$ cat config.mk
export PLATFORM = sky130hd
export DESIGN_NAME = alu_pipe_reg
export DESIGN_NICKNAME = d
export VERILOG_FILES = /design/src/rtl/alu_pkg.sv /design/src/rtl/alu_core_comb.sv /design/src/rtl/alu_pipe_reg.sv
export SDC_FILE = /design/constraint.sdc
export NUM_CORES = 1
export LEC_CHECK = 0
export CORE_ASPECT_RATIO = 1.75
export CORE_MARGIN = 8
export CORE_UTILIZATION = 55
export CTS_CLUSTER_SIZE = 8
export DETAILED_ROUTE_END_ITERATION = 10
export PLACE_DENSITY = 0.82
export REMOVE_ABC_BUFFERS = 1
export SLEW_MARGIN = 20
export SYNTH_ARGS = -nofsm -noshare
export SYNTH_HDL_FRONTEND = slang
export SYNTH_HIERARCHICAL = 1
export SYNTH_SLANG_ARGS = --single-unit
$ cat constraint.sdc
create_clock -name clk -period 4.1 [get_ports clk]
set_input_delay 0.82 -clock clk [delete_from_list [all_inputs] [get_ports clk]]
set_output_delay 0.82 -clock clk [all_outputs]
set_load 0.05 [all_outputs]
$ cat src/rtl/alu_pkg.sv
// Shared opcode encodings and sizing helpers for the registered ALU.
package alu_pkg;

  localparam logic [2:0] OP_AND = 3'b000;
  localparam logic [2:0] OP_OR  = 3'b001;
  localparam logic [2:0] OP_XOR = 3'b010;
  localparam logic [2:0] OP_NOT = 3'b011;
  localparam logic [2:0] OP_ADD = 3'b100;
  localparam logic [2:0] OP_SUB = 3'b101;
  localparam logic [2:0] OP_SHL = 3'b110;
  localparam logic [2:0] OP_SHR = 3'b111;

  // Bits of b used as the shift amount; WIDTH is a power of two, so every
  // encodable amount is below WIDTH.
  function automatic int shamt_width(input int width);
    return (width <= 2) ? 1 : $clog2(width);
  endfunction

endpackage

$ cat src/rtl/alu_core_comb.sv
// Purely combinational datapath: logic, add/sub with carry/borrow, logical shifts.
module alu_core_comb
  import alu_pkg::*;
#(
  parameter int WIDTH = 8
) (
  input  logic [WIDTH-1:0] i_a,
  input  logic [WIDTH-1:0] i_b,
  input  logic [2:0]       i_op,
  output logic [WIDTH-1:0] o_y,
  output logic             o_carry
);

  localparam int SHW = shamt_width(WIDTH);

  logic [SHW-1:0] w_sh;
  logic [WIDTH:0] w_sum;
  logic [WIDTH:0] w_diff;

  assign w_sh   = i_b[SHW-1:0];
  assign w_sum  = {1'b0, i_a} + {1'b0, i_b};
  // The extra MSB of the difference is the unsigned borrow (a < b).
  assign w_diff = {1'b0, i_a} - {1'b0, i_b};

  always_comb begin
    o_y     = '0;
    o_carry = 1'b0;
    case (i_op)
      OP_AND: o_y = i_a & i_b;
      OP_OR:  o_y = i_a | i_b;
      OP_XOR: o_y = i_a ^ i_b;
      OP_NOT: o_y = ~i_a;
      OP_ADD: begin
        o_y     = w_sum[WIDTH-1:0];
        o_carry = w_sum[WIDTH];
      end
      OP_SUB: begin
        o_y     = w_diff[WIDTH-1:0];
        o_carry = w_diff[WIDTH];
      end
      OP_SHL: o_y = i_a << w_sh;
      OP_SHR: o_y = i_a >> w_sh;
    endcase
  end

endmodule

$ cat src/rtl/alu_pipe_reg.sv
// Registered ALU with accumulator mode, zero/carry flags and a one-deep output stage.
module alu_pipe_reg
  import alu_pkg::*;
#(
  parameter int               WIDTH    = 8,
  parameter logic [WIDTH-1:0] ACC_INIT = '0
) (
  input  logic             clk,
  input  logic             rst,
  input  logic             in_valid,
  output logic             in_ready,
  input  logic [WIDTH-1:0] a,
  input  logic [WIDTH-1:0] b,
  input  logic [2:0]       op,
  input  logic             acc_en,
  input  logic             acc_clr,
  output logic             out_valid,
  input  logic             out_ready,
  output logic [WIDTH-1:0] y,
  output logic             zero,
  output logic             carry,
  output logic [WIDTH-1:0] acc
);

  // Handshake: a beat transfers on any edge where valid && ready. The output
  // stage can take a new beat when empty or when its current result leaves
  // in the same cycle; otherwise inputs are ignored and the result holds.
  logic             r_out_valid;
  logic [WIDTH-1:0] r_y;
  logic             r_zero;
  logic             r_carry;
  logic [WIDTH-1:0] r_acc;

  logic             w_in_ready;
  logic             w_accept;
  logic [WIDTH-1:0] w_op_a;
  logic [WIDTH-1:0] w_res;
  logic             w_carry;

  assign w_in_ready = !r_out_valid || out_ready;
  assign w_accept   = in_valid && w_in_ready;

  // A clear on the same beat as an accumulate feeds the cleared value.
  assign w_op_a = acc_en ? (acc_clr ? ACC_INIT : r_acc) : a;

  alu_core_comb #(
    .WIDTH(WIDTH)
  ) u_core (
    .i_a    (w_op_a),
    .i_b    (b),
    .i_op   (op),
    .o_y    (w_res),
    .o_carry(w_carry)
  );

  always_ff @(posedge clk) begin
    if (rst) begin
      r_out_valid <= 1'b0;
      r_y         <= '0;
      r_zero      <= 1'b0;
      r_carry     <= 1'b0;
    end else if (w_accept) begin
      r_out_valid <= 1'b1;
      r_y         <= w_res;
      r_zero      <= (w_res == '0);
      r_carry     <= w_carry;
    end else if (out_ready) begin
      r_out_valid <= 1'b0;
    end
  end

  always_ff @(posedge clk) begin
    if (rst) begin
      r_acc <= ACC_INIT;
    end else if (w_accept && acc_en) begin
      r_acc <= w_res;
    end else if (acc_clr) begin
      r_acc <= ACC_INIT;
    end
  end

  assign in_ready  = w_in_ready;
  assign out_valid = r_out_valid;
  assign y         = r_y;
  assign zero      = r_zero;
  assign carry     = r_carry;
  assign acc       = r_acc;

endmodule

==> flow_summary.ini <==
[outcome]
status = completed

[detailed_routing]
avgRoutedWirePerCell_um = 19.08
post-route-drc-count = 0
vias = 3033
first_pass_iters = 5
wl_um = 9025
ant_nets = 0
drt-vias-per-instance = 6.412
drt-initial-drc-count = 122

[min_path]
holdCritPathClass = reg -> reg

[clock_network]
post-cts-setup-buffers = 0
cts-root-buf = clkbuf_8
cts_tree = yes
clk_pin_slew_ps = 70
insertion_delay_ps = 250
cts_sinks = 19
htreeDepth = 1
cts_buffers = 3
clk_path_buf_depth = 2

[floorplanning]
pin_count = 45
core.rowCount = 34
dieArea_mm2 = 0.007594
die_w_um = 69.39
core-area_mm2 = 0.004892
initial_utilization_pct = 56.09
die_h_um = 109.4

[yosys]
synth_top_family_by_area = compound AO/OA/AOI/OAI gates
synth_edf_count = 0
synthMuxAreaShare_pct = 10.81
ys.flop_type = dfxtp_1
syn_area_per_cell_um2 = 7.885
synth-simple-area-share_pct = 18.70
netlist_instances = 348
synth_warnings = 6
synth-seq-cells = 19
syn_area_mm2 = 0.002744
synthArstFlopShare_pct = 0
synth_fa_ha_area_share_pct = 12.86
synth_xor_area_share_pct = 0.9576
ys_seq_area_share_pct = 13.86
yosysUniqueCellTypes = 60
synth_compound_area_share_pct = 30.96

[critical_path]
timing.rr.end = zero
endpoint_kind = flip-flop
worstRegToRegCells = 13
crit_fanout = 14
cp-start-kind = input pin
r2r_start = acc[0]
startpoint = acc_clr
worst-r2r-setup-slack_ps = 1110
endpoint = zero
cp.arrival_ps = 3960
cp.required_ps = 4270
crit_type = in -> reg

[place]
dpl.hpwl_um = 7215
place.gp.congestion = 1.003
pre_cts_slack_ps = -137.3
post_dp_cell_area_mm2 = 0.003435
io_buffers = 44
dp_cells = 469

[sta]
period_needed_ps = 3786
finalHoldViolCount = 0
fin_crit_sh_pct = 92.35
fmax_mhz = 264.1
setup_ws_ps = 313.7
rsz0062_at_grt = no
slew_headroom_pct = 50.86
drv_slew = 0
fin_skew_ps = 6.237
worstMarginPinSlew_ps = 734.8
report.final.setup_viol = 0

[finish]
antenna_cells = 0
syn_to_final_growth_pct = 27.68
mostFrequentLayoutCell = buf_4
drive_gt1_share_pct = 20.76
finalNetCount = 472
stdcell_area_mm2 = 0.003503
final_util_pct = 71.61
layoutNonFillerInstCount = 473
final_cell_mix = buf_4 (49), clkdlybuf4s50_1 (43), a21oi_1 (37)

[global_route]
grt_pass1_wl_um = 14620
grt_pass1_vias = 3090
grt_use_total_pct = 22.55
globalRoute.totalOverflow = 0
grt_max_degree = 24
antenna_found_initial = 0

[power]
ir_worst_vdd_mv = 0.2522
p_leak_uw = 0.001509
p_per_area_mw_per_mm2 = 210.9

[run]
max-cap-violations = 0
power by group:
group	total, uW	internal (uW)	switching (uW)
registers	202	195	6.64
clock network	128	69.0	59.4
logic	409	181	228
cells in the mapped netlist (8+ instances only):
| cell | number | area (um2) |
|---|---|---|
| a21oi_1 | 37 | 185.2 |
| buf_6 | 9 | 101.4 |
| ha_1 | 25 | 312.8 |
| nand4_1 | 10 | 62.56 |
| mux2i_1 | 9 | 90.09 |
| buf_2 | 9 | 45.04 |
| nand2_1 | 24 | 90.09 |
| nor2_1 | 20 | 75.07 |
| dfxtp_1 | 19 | 380.4 |
| o311ai_1 | 8 | 70.07 |
| o21ai_0 | 26 | 130.1 |
| inv_1 | 25 | 93.84 |
| a31o_2 | 8 | 70.07 |
| nand3_1 | 13 | 65.06 |
layout make-up:
type | count | area (um2)
Clock buffer | 4 | 45.04
Fill cell | 391 | 1389
Inverter | 29 | 112.6
Multi-Input combinational cell | 272 | 2056
Sequential cell | 19 | 380.4
Tap cell | 54 | 67.56
Timing Repair Buffer | 95 | 842.1
state kept, by name, indices dropped and copies added (netlist names):
register / count
y: 8
out_valid: 1
carry: 1
zero: 1
acc: 8
through the flow:
step | hold slack [ps] | TNS [ps] | power, uW
final | 487.8 | 0 | 738.9
after global routing | 496.4 | 0 | 773.6
after CTS | 483.5 | 0 | 729.0
after detailed placement | 470.8 | -277.1 | 600.6
after global placement | 461.9 | -68.45 | 593.6
after floorplan | 703.3 | 0 | 425.2
per-layer routing:
metal / vias to the layer above / global-route usage, % / wire length, um
met2: 125 / 43.35 / 4812
met1: 1419 / 22.54 / 3280
met3: 43 / 2.078 / 434
li1: 1446 / - / -
met5: - / 0 / 0
met4: 0 / 14.73 / 497
cell families after synthesis:
group | Yosys count
AO/OA/AOI/OAI | 126
AND/OR/NAND/NOR | 98
buffers and inverters | 57
adder cells (fa/ha/maj) | 27
flip-flops | 19
multiplexers | 18
XOR/XNOR | 3
repair_timing:
action / 4_1_cts / 5_1_grt
hold buffers: 0 / 0
setup endpoints to repair: 0 / 1
resized for setup: 0 / 6
worst max-delay path: stages:
cell,delay (ps)
clkdlybuf4s50_1,400
inv_1,150
buf_12,160
a31o_2,230
inv_1,60
ha_1,390
nor4_1,400
a21oi_1,100
and3_1,190
o21ai_0,200
a41oi_1,250
nor4_2,200
buf_4,150
nand4_1,80
a21oi_1,180
how the worst min path moves through the flow:
| stage | cells past startpoint | slack [ps] | endpoint | startpoint |
|---|---|---|---|---|
| after floorplan | 2 | 700 | y[0] | y[0] |
| after global placement | 2 | 460 | y[4] | y[4] |
| after detailed placement | 2 | 470 | y[0] | y[0] |
| after CTS | 2 | 480 | y[0] | y[0] |
| after global routing | 2 | 500 | y[0] | y[0] |
| final | 2 | 490 | y[2] | y[2] |
No activity file was read; power rests on OpenSTA's default activity.
